--- config.mk ---
export PLATFORM = sky130hd
export DESIGN_NAME = cpu_control_fsm
export DESIGN_NICKNAME = d
export VERILOG_FILES = /design/src/rtl/cpu_control_fsm.sv
export SDC_FILE = /design/constraint.sdc
export NUM_CORES = 1
export LEC_CHECK = 0
export CORE_MARGIN = 1
export CORE_UTILIZATION = 25
export CTS_BUF_LIST = sky130_fd_sc_hd__clkbuf_4
export DETAILED_ROUTE_END_ITERATION = 8
export PLACE_DENSITY = 0.53
export SETUP_SLACK_MARGIN = 0.05
export SYNTH_ARGS = -nofsm -noshare
export SYNTH_HDL_FRONTEND = slang
export SYNTH_SLANG_ARGS = --single-unit
--- constraint.sdc ---
create_clock -name clk -period 4.1 [get_ports clk]
set_clock_uncertainty 0.1 [all_clocks]
set_input_delay 0.41 -clock clk [delete_from_list [all_inputs] [get_ports clk]]
set_output_delay 0.41 -clock clk [all_outputs]
set_load 0.02 [all_outputs]
--- src/rtl/cpu_control_fsm.sv ---
// rtl/cpu_control_fsm.sv - control FSM for a 16-bit-instruction, 8-bit-datapath CPU core
//
// Sequences FETCH -> DECODE -> EXEC -> (WB) for each instruction. It owns the
// program counter, instruction register and flag register. It also drives the
// register-file and ALU control signals for an external datapath.
//
// Ports
//   clk           in   single clock, rising edge
//   rst_n         in   synchronous active-low reset
//   imem_req      out  instruction fetch request (FETCH only)
//   imem_addr     out  fetch address, equal to pc
//   imem_ack      in   fetch data valid, honoured only while imem_req is high
//   imem_rdata    in   instruction word, valid with imem_ack
//   rf_raddr_a    out  register-file read port A, ir[8:6]
//   rf_raddr_b    out  register-file read port B, ir[5:3]
//   alu_op        out  ALU operation code
//   alu_zero      in   ALU Z flag
//   alu_negative  in   ALU N flag
//   alu_carry     in   ALU C flag
//   alu_overflow  in   ALU V flag
//   rf_we         out  register-file write enable (WB only, one cycle)
//   rf_waddr      out  register-file write address, ir[11:9]
//   wb_sel        out  write data source: 0 = ALU result, 1 = imm
//   imm           out  immediate, ir[7:0]
//   flags         out  flag register {Z,N,C,V}
//   halted        out  core stopped until reset

module cpu_control_fsm (
  input  logic        clk,
  input  logic        rst_n,
  output logic        imem_req,
  output logic [7:0]  imem_addr,
  input  logic        imem_ack,
  input  logic [15:0] imem_rdata,
  output logic [2:0]  rf_raddr_a,
  output logic [2:0]  rf_raddr_b,
  output logic [2:0]  alu_op,
  input  logic        alu_zero,
  input  logic        alu_negative,
  input  logic        alu_carry,
  input  logic        alu_overflow,
  output logic        rf_we,
  output logic [2:0]  rf_waddr,
  output logic        wb_sel,
  output logic [7:0]  imm,
  output logic [3:0]  flags,
  output logic        halted
);

  typedef enum logic [2:0] {
    S_FETCH  = 3'd0,
    S_DECODE = 3'd1,
    S_EXEC   = 3'd2,
    S_WB     = 3'd3,
    S_HALT   = 3'd4
  } state_t;

  localparam logic [3:0] OP_LDI  = 4'h6;
  localparam logic [3:0] OP_CMP  = 4'h7;
  localparam logic [3:0] OP_JMP  = 4'h8;
  localparam logic [3:0] OP_BZ   = 4'h9;
  localparam logic [3:0] OP_BN   = 4'hA;
  localparam logic [3:0] OP_BC   = 4'hB;
  localparam logic [3:0] OP_HALT = 4'hF;

  localparam logic [2:0] ALU_OP_ADD = 3'b000;
  localparam logic [2:0] ALU_OP_SUB = 3'b001;

  state_t      r_state;
  logic [7:0]  r_pc;
  logic [15:0] r_ir;
  logic [3:0]  r_flags;
  logic        r_halted;
  logic        r_imem_req;
  logic        r_rf_we;
  logic        r_wb_sel;

  // Instruction decode, all taken from the registered ir.
  logic [3:0] w_opcode;
  logic       w_is_alu;
  logic       w_is_ldi;
  logic       w_is_cmp;
  logic       w_is_jmp;
  logic       w_is_bz;
  logic       w_is_bn;
  logic       w_is_bc;
  logic       w_is_halt;
  logic       w_updates_flags;
  logic       w_writes_rf;
  logic       w_branch_taken;
  logic [7:0] w_imm;
  logic [7:0] w_pc_inc;

  assign w_opcode  = r_ir[15:12];
  assign w_is_alu  = (w_opcode <= 4'h5);
  assign w_is_ldi  = (w_opcode == OP_LDI);
  assign w_is_cmp  = (w_opcode == OP_CMP);
  assign w_is_jmp  = (w_opcode == OP_JMP);
  assign w_is_bz   = (w_opcode == OP_BZ);
  assign w_is_bn   = (w_opcode == OP_BN);
  assign w_is_bc   = (w_opcode == OP_BC);
  assign w_is_halt = (w_opcode == OP_HALT);
  assign w_imm     = r_ir[7:0];

  assign w_updates_flags = w_is_alu | w_is_cmp;
  assign w_writes_rf     = w_is_alu | w_is_ldi;

  // Conditional branches look at the flags registered by an earlier instruction,
  // never at the live ALU flag inputs.
  assign w_branch_taken = (w_is_bz & r_flags[3]) |
                          (w_is_bn & r_flags[2]) |
                          (w_is_bc & r_flags[1]);

  // 8-bit add wraps 0xFF to 0x00 naturally.
  assign w_pc_inc = r_pc + 8'd1;

  // CMP is a subtract whose result is discarded; only its flags are kept.
  always_comb begin
    alu_op = ALU_OP_ADD;
    if (w_is_alu) begin
      alu_op = r_ir[14:12];
    end else if (w_is_cmp) begin
      alu_op = ALU_OP_SUB;
    end
  end

  // Main FSM. imem_req, rf_we, wb_sel and halted are registered and updated on
  // the same edge that enters the state they belong to. Out of reset the FSM
  // sits in FETCH with imem_req low; the first non-reset edge raises imem_req,
  // and an ack is only honoured once the request is actually visible.
  always_ff @(posedge clk) begin
    if (!rst_n) begin
      r_state    <= S_FETCH;
      r_pc       <= 8'h00;
      r_ir       <= 16'h0000;
      r_flags    <= 4'b0000;
      r_halted   <= 1'b0;
      r_imem_req <= 1'b0;
      r_rf_we    <= 1'b0;
      r_wb_sel   <= 1'b0;
    end else begin
      case (r_state)
        S_FETCH: begin
          if (!r_imem_req) begin
            r_imem_req <= 1'b1;
          end else if (imem_ack) begin
            r_ir       <= imem_rdata;
            r_pc       <= w_pc_inc;
            r_imem_req <= 1'b0;
            r_state    <= S_DECODE;
          end
        end

        S_DECODE: begin
          r_state <= S_EXEC;
        end

        S_EXEC: begin
          if (w_updates_flags) begin
            r_flags <= {alu_zero, alu_negative, alu_carry, alu_overflow};
          end
          if (w_is_jmp || w_branch_taken) begin
            r_pc <= w_imm;
          end
          if (w_writes_rf) begin
            r_rf_we  <= 1'b1;
            r_wb_sel <= w_is_ldi;
            r_state  <= S_WB;
          end else if (w_is_halt) begin
            r_halted <= 1'b1;
            r_state  <= S_HALT;
          end else begin
            r_imem_req <= 1'b1;
            r_state    <= S_FETCH;
          end
        end

        S_WB: begin
          r_rf_we    <= 1'b0;
          r_wb_sel   <= 1'b0;
          r_imem_req <= 1'b1;
          r_state    <= S_FETCH;
        end

        S_HALT: begin
          // Absorbing: nothing changes until reset.
          r_state <= S_HALT;
        end

        default: begin
          r_imem_req <= 1'b0;
          r_rf_we    <= 1'b0;
          r_state    <= S_FETCH;
        end
      endcase
    end
  end

  assign imem_req   = r_imem_req;
  assign imem_addr  = r_pc;
  assign rf_raddr_a = r_ir[8:6];
  assign rf_raddr_b = r_ir[5:3];
  assign rf_waddr   = r_ir[11:9];
  assign imm        = w_imm;
  assign rf_we      = r_rf_we;
  assign wb_sel     = r_wb_sel;
  assign flags      = r_flags;
  assign halted     = r_halted;

endmodule

---- After elaboration in Yosys (flattened, before gate mapping) ----
Index checks and enable logic that the tools add are counted.
storage, ports and cells
  register bits after elaboration ......... 35
  bits of input ports ..................... 23
  output and inout port bits .............. 36
  word-level logic and storage cells ...... 71
operators by class
  add/sub/neg operators ................... 1
  order comparisons ....................... 1
  equality and inequality tests ........... 17
  mux-type cells .......................... 20
  bitwise operators ....................... 10
  reduce and logical (&&, ||, !) cells .... 14
operator list
  cell                                                 count
  2-to-1 mux 8 bit                                     3
  equality test 4 bit, second input constant           5
  case mux 8 bit (2 select lines)                      1
  2-to-1 mux 3 bit                                     5
  != test 2 bit, second input constant                 6
  case mux 3 bit (4 select lines)                      1
  AND reduction 3 bit                                  3
  adder 8 x 1 -> 8 bit, second input constant          1
  equality test 4 x 3 -> 1 bit, second input constant  2
  AND reduction 2 bit                                  4
  2-to-1 mux 1 bit                                     7
  equality test 3 x 2 -> 1 bit, second input constant  2
  <= comparator 4 x 3 -> 1 bit, second input constant  1
  bitwise OR 1 bit                                     4
  case mux 1 bit (2 select lines)                      2
  case mux 1 bit (4 select lines)                      1
  AND reduction 4 bit                                  1
  nonzero test 2 bit                                   2
  AND 1 bit                                            3
  equality test 3 x 1 -> 1 bit, second input constant  1
  equality test 3 bit, second input constant           1
  zero test 3 bit                                      1
  inverter 1 bit                                       3
  OR reduction 3 bit                                   1
  2 further kinds                                      2

---- Longest topological paths before layout ----
Gate-level depths: netlist (run 1).
  depth in word-level cells ............... 7
  mapped depth ............................ 7
  depth with buffers taken out ............ 5

---- Least setup slack after synthesis (run 1) ----
Ideal clock, no wire load.
  kind .................................... reg2reg
  start point ............................. reg r_state[2]
  end point ............................... reg r_pc[7] (netlist: imem_addr[7])
  setup time .............................. 0.088 ns
  arrival ................................. 1.716 ns
  required time ........................... 3.912 ns
  setup slack ............................. 2.196 ns
  cell stages (with the launch flop) ...... 8
  buffers on the path ..................... 3
  clock period less this slack ............ 1.904 ns
  cells stage by stage .................... dfxtp_1 > buf_6 > or3b_4 > buf_6 > a2111oi_4 > buf_6 > nor2_2 > o32ai_2
on the way
  word-level cells in the longest chain between the ends .. 3
  elaborated cells between the ends (all ways) .. 8
  those cells by class .................... eq/ne (4); mux (1); reduce/logical (3)
RTL lines
  item                                                                    RTL line  RTL
  start: declaration                                                      69        state_t r_state;
  start signal: assignment                                                133       r_state <= S_FETCH;
  start signal: assignment                                                150       r_state <= S_DECODE;
  start signal: assignment                                                155       r_state <= S_EXEC;
  equality test 3 x 2 -> 1 bit / zero test 3 bit (equally long branches)  142       case (r_state)
  != test 2 bit (no line) / nonzero test 2 bit (equally long branches)    -
  AND reduction 4 bit (no line)                                           -
  end signal: assignment                                                  148       r_pc <= w_pc_inc;
  end signal: assignment                                                  163       r_pc <= w_imm;
  end: declaration                                                        70        logic [7:0] r_pc;
Several ways; a longest one is shown, not always the timed one.
A chain may end at the register's enable or synchronous reset.

---- Worst setup path after layout (run 1) ----
  start point ............................. reg r_state[1]
  end point ............................... reg r_pc[0] (netlist: imem_addr[0])
The elaborated chain is that of the path after synthesis.

==> results of run 1 <==
[cell families (layout without fill, tap and decap cells)]
kind of cell,after synthesis,after routing
AND/OR/NAND/NOR,88,88
AO/OA/AOI/OAI,46,46
flip-flops,35,35
buffers and inverters,35,69
multiplexers,7,7
adder cells (fa/ha/maj),1,1
XOR/XNOR,1,1
[per-stage QoR]
stage / total power (W) / setup slack [ps] / utilization (%) / cells / area, um^2
6_report: 0.0007728 / 1702 / 33.75 / 343 / 2318
5_1_grt: 0.0008176 / 1547 / 33.75 / 343 / 2318
4_1_cts: 0.0007855 / 1694 / 33.75 / 343 / 2318
3_5_place_dp: 0.0006065 / 1579 / 33.08 / 336 / 2272
3_3_place_gp: 0.0006051 / 1620 / 33.08 / 336 / 2272
2_1_floorplan: 0.0005387 / 2196 / - / 213 / 1800
[flip-flops by register name, indices dropped and copies added, names as in the netlist]
name and count:
flags 4, halted 1, imem_addr 8, imem_req 1
r_ir 16, r_state 3, rf_we 1, wb_sel 1
[worst min path at each step]
stage | end | slack [ps] | cells after the start
after global routing | r_ir[10] | 370 | 2
after CTS | r_ir[9] | 360 | 2
after floorplan | r_ir[10] | 340 | 2
after detailed placement | r_ir[9] | 350 | 2
after global placement | r_ir[8] | 340 | 2
final | r_ir[9] | 360 | 2
[routing by layer]
layer / wire length [um] / up-vias / part of all wire, %
met2: 2023 / 46 / 45
met1: 2135 / 688 / 48
met4: 34 / 0 / 0.76
li1: - / 798 / -
met5: 0 / - / 0
met3: 278 / 4 / 6.2
[worst max-delay path, delay by kind of cell (launching register included)]
kind | cells | cell delay (ps)
AND/OR/NAND/NOR | 2 | 650
AO/OA/AOI/OAI | 2 | 1040
flip-flops | 1 | 510
[final cells by class]
cell class,count,area share [%]
Timing Repair Buffer,58,25.04
Sequential cell,35,30.22
Clock inverter,2,0.3778
Inverter,4,0.6476
Multi-Input combinational cell,143,36.91
Clock buffer,5,1.619
Tap cell,96,5.181
[power breakdown]
group          switching, W  leakage [nW]  total, W  internal [W]
Sequential        0.0000314         0.284  0.000396      0.000364
Clock              0.000115        0.0285  0.000176     0.0000608
Combinational      0.000105         0.479  0.000201     0.0000967
[cell usage in the layout (no fill, tap or decap), types with 2 or more instances in the layout]
cell type,instances
a31oi_1,8
dfxtp_1,35
nor3b_1,4
clkbuf_4,5
nand3_1,6
inv_1,4
mux2i_1,6
o31a_1,2
a21oi_1,21
and2b_2,2
nand4_1,3
o21ai_0,3
nor2_1,14
nand3b_1,3
and4_1,2
nand2_1,40
nor3_1,5
clkdlybuf4s50_1,58
==> impl_metrics.toml, run 1 <==
[outcome]
status = "finished, final reports clean"

[routing]
drt_first_pass_iters = 4
ant_nets = 0
vias = 1536
routed_wl_um = 4471
wl_per_cell_um = 13.03
drt-initial-drc-count = 97
drc = 0
viasPerCell = 4.478

[sta]
rsz0062_at_grt = "false"
max_freq_mhz = 417.0
period_minus_slack_ps = 2398
tns_ps = 0
tightest_slew_ps = 1045
max-slew-margin-rel_pct = 30.29
drv_slew = 0
final.period_utilization_pct = 58.48
hold_viol_final = 0
setup_viol = 0
whs_ps = 358.8

[worst_hold_path]
min_from = "r_ir[9]"
hold_path_class = "reg -> reg"

[layout]
final_nets = 271
multi_input_area_um2 = 855.8
seqCellArea_um2 = 700.7
antennaDiodeCount = 0
drive_gt1_share_pct = 8.502
layout-area-overhead-vs-synth_pct = 28.77
nFillCells = 723

[setup_path]
worst_r2r_endpoint = "imem_addr[0]"
critPathLaunchType = "flip-flop"
path_class = "reg -> reg"
cp_slowest_stage_delay_ps = 750
cp-endpoint = "imem_addr[0]"
worstPathRequired_ps = 4230
cp-startpoint = "r_state[1]"
cp-end-kind = "flip-flop"
rr_startpoint = "r_state[1]"
worstPathMaxFanout = 13
worst-r2r-setup-slack_ps = 1700
slowest_stage = "a2111oi_4"
r2r_cells = 4
arrival_ps = 2530
cp_cell_sequence = "or3b_4, a2111oi_4, nor3_1, a2111oi_2"

[placement]
gp_congestion = 0.6983
hpwl_um = 3047
place.port_buffers = 58

[logic_synthesis]
synth_cells = 213
syn_avg_cell_area_um2 = 8.453
synth_area_leaders = "dfxtp_1, nand2_1, buf_4"
synth-simple-area-share_pct = 23.97
synth_compound_area_share_pct = 18.42
ys_ff_latch = 35
yosysWarnings = 0
netlist_area_mm2 = 0.001800
async_flop_share_pct = 0
synth_edf_count = 0
synthMuxAreaShare_pct = 3.961
synth_nets = 237
synth_xor_area_share_pct = 0.4864
synth.distinct_cells = 45
seq_area_frac_synth_pct = 38.92
yosys-top-cells-count = "nand2_1, dfxtp_1, a21oi_1"
synthAdderAreaFrac_pct = 0.6949
synthFlopType = "dfxtp_1"
synth_top_family_by_area = "simple AND/OR/NAND/NOR gates"
synth_most_common_cell = "nand2_1"
synth_top_cell_area_share_pct = 38.92
synth_top_area_cell = "dfxtp_1"

[clocking]
cts_resized = 0
cts_tree = "done"
htree_levels = 2
cts-root-buf = "clkbuf_4"
post_cts.repair.setup_buffers = 0
cts.sinks = 35
cts_buffer_depth = 2
clk_latency_ps = 330
cts_hold_buf = 0
numCtsBuffers = 5
path_clk_slew_ps = 110

[global_route]
gr-total-overflow = 0
grt_start_max_net_pins = 32
grtUsageTotal_pct = 12.14
grt_pass1_wl_um = 7010
groute.layer.met1.usage_pct = 16.29
met3_usage_pct = 3.033
grt_pass1_vias = 1393
antenna_found_initial = 0
gr-max-usage-layer = "met2"
use_met2_pct = 19.40

[floorplan]
fp.dieH_um = 86.87
die-area_mm2 = 0.007546
die_w_um = 86.87
boundaryPins = 59
initial_core_util_pct = 26.21
rows = 30
core_mm2 = 0.006869

[power_and_ir_drop]
power_density_mw_per_mm2 = 333.3
ir_drop_v = 0.00008954
power_leakage_nw = 0.7923

[job]
drv_cap = 0
Power figures use the tool's default switching activity.
==> inputs of run 2 (changes only) <==
PLACE_DENSITY = 0.55   (was 0.53)
clock period = 2.1 ns   (was 4.1 ns; I/O delays follow)
==> run 2 against run 1 <==
Worst setup slack got worse by 1600 ps. Sequential power increased by 93%. Design area increased by 6.9%. Via count increased by 3.2%. Non-clock buffer count increased by 14. Die area unchanged. Combinational power increased by 120%. Critical path depth decreased by 1. First-iteration DRC count unchanged. Count of clock-buffer cells in the layout unchanged. Register-to-register slack got worse by 1500 ps. Critical endpoint is now alu_op[1]. Largest cell class unchanged. Largest power group unchanged. Highest routed layer unchanged.
==> impl_metrics.toml, run 2 (same netlist as run 1, synthesis figures left out) <==
[layout]
nFillCells = 730
largest_reg_flops = 16
layout-area-overhead-vs-synth_pct = 37.67
antennaDiodeCount = 0
final_nets = 285
final_cell_mix = "clkdlybuf4s50_1, nand2_1, dfxtp_1, a21oi_1, nor2_1"
multi_input_area_um2 = 855.8
final_common_cell = "clkdlybuf4s50_1"
seqCellArea_um2 = 704.4
drive_gt1_share_pct = 15.27
regMostFlops = "r_ir"
final_core_util_pct = 36.08

[power_and_ir_drop]
switching_share_pct = 31.29
p_switching_w = 0.0005411
p_int_w = 0.001188
power_density_mw_per_mm2 = 697.7
combPwrFrac_pct = 25.5
clkPwrFrac_pct = 30.4
power.sequential.fraction_pct = 44.1
power_leakage_nw = 0.8867
ir_drop_v = 0.0002443

[floorplan]
rows = 30
die_w_um = 86.87
boundaryPins = 59
core_mm2 = 0.006869
fp.dieH_um = 86.87
initial_core_util_pct = 26.21
die-area_mm2 = 0.007546

[setup_path]
worstPathMaxFanout = 11
cp-end-kind = "output pin"
rr_startpoint = "r_state[1]"
arrival_ps = 1650
worst_r2r_endpoint = "imem_addr[1]"
r2r_cells = 5
path_class = "reg -> out"
critPathLaunchType = "flip-flop"
worstPathRequired_ps = 1790
worst-r2r-setup-slack_ps = 180

[worst_hold_path]
holdPathStages = 3
hold_end = "r_ir[13]"
min_from = "imem_rdata[13]"
hold_path_class = "in -> reg"

[clocking]
cts_tree = "done"
cts_buffer_depth = 2
cts-root-buf = "clkbuf_4"
cts.sinks = 35
numCtsBuffers = 5
clk_latency_ps = 360
path_clk_slew_ps = 130
htree_levels = 2

[routing]
wl_per_cell_um = 12.66
drc = 0
viasPerCell = 4.427
routed_wl_um = 4532
vias = 1585
drt-initial-drc-count = 97
drt_first_pass_iters = 4
ant_nets = 0

[sta]
hold_viol_final = 0
rsz0062_at_grt = "true"
final.period_utilization_pct = 93.55
max_freq_mhz = 509.0
tns_ps = 0
setup_viol = 0
tightest_slew_ps = 538.6
max-slew-margin-rel_pct = 64.06
drv_slew = 0
period_minus_slack_ps = 1965

[job]
drv_cap = 0

[global_route]
antenna_found_initial = 0
grt_start_max_net_pins = 15
gr-total-overflow = 0
grt_pass1_vias = 1439
grt_pass1_wl_um = 7272
grtUsageTotal_pct = 12.41

[placement]
gp_congestion = 0.7995
place.port_buffers = 58
hpwl_um = 3336

[outcome]
status = "finished, final reports clean"
-- run 2: power by group through the flow --
stage                     registers (W)  logic [W]  clock network, W
after floorplan                0.000787   0.000265                 0
after global placement         0.000777   0.000445                 0
after detailed placement       0.000777   0.000446                 0
after CTS                      0.000762   0.000449          0.000540
after global routing           0.000769   0.000484          0.000571
final                          0.000763   0.000441          0.000526
-- run 2: repair_timing --
action | 4_1_cts | 5_1_grt
setup endpoints to repair | 0 | 6
hold buffers | 0 | 0
buffers inserted | 0 | 0
gates resized for setup | 0 | 3
-- run 2: worst max-delay path: stages, from the launching register on --
cell             delay [ps]
dfxtp_1                 330
buf_4                   170
nor3b_1                 170
clkdlybuf4s50_1         630
-- run 2: layout make-up --
cell class	instances	share of cell area, %
Clock buffer	5	1.514
Clock inverter	3	1.918
Inverter	4	0.6058
Multi-Input combinational cell	143	34.53
Sequential cell	35	28.42
Tap cell	96	4.846
Timing Repair Buffer	72	28.17
-- run 2: layer usage --
layer | up-vias | wire, um | track usage (%)
li1 | 828 | - | -
met1 | 711 | 2228 | 16.60
met2 | 41 | 1998 | 19.26
met3 | 5 | 259 | 3.128
met4 | 0 | 46 | 4.545
met5 | - | 0 | 0
-- run 2: worst max-delay path by stage --
stage                from            to  slack (ps)
6_report         r_ir[15]     alu_op[1]         140
5_1_grt          r_ir[15]     alu_op[1]          40
4_1_cts          r_ir[13]     alu_op[1]          70
3_5_place_dp     imem_ack  imem_addr[2]         180
3_3_place_gp     imem_ack  imem_addr[2]         220
2_1_floorplan  r_state[2]  imem_addr[7]         200
-- run 2: through the flow --
stage | setup WS [ps] | hold WS, ps | cells | power, W | cell area [um^2]
4_1_cts | 73.38 | 276.1 | 358 | 0.001751 | 2475
5_1_grt | 44.21 | 274.1 | 358 | 0.001824 | 2479
3_3_place_gp | 222.2 | 341.5 | 350 | 0.001222 | 2390
6_report | 135.4 | 281.3 | 358 | 0.001729 | 2479
2_1_floorplan | 195.9 | 229.2 | 213 | 0.001052 | 1800
3_5_place_dp | 178.3 | 347.0 | 350 | 0.001223 | 2390
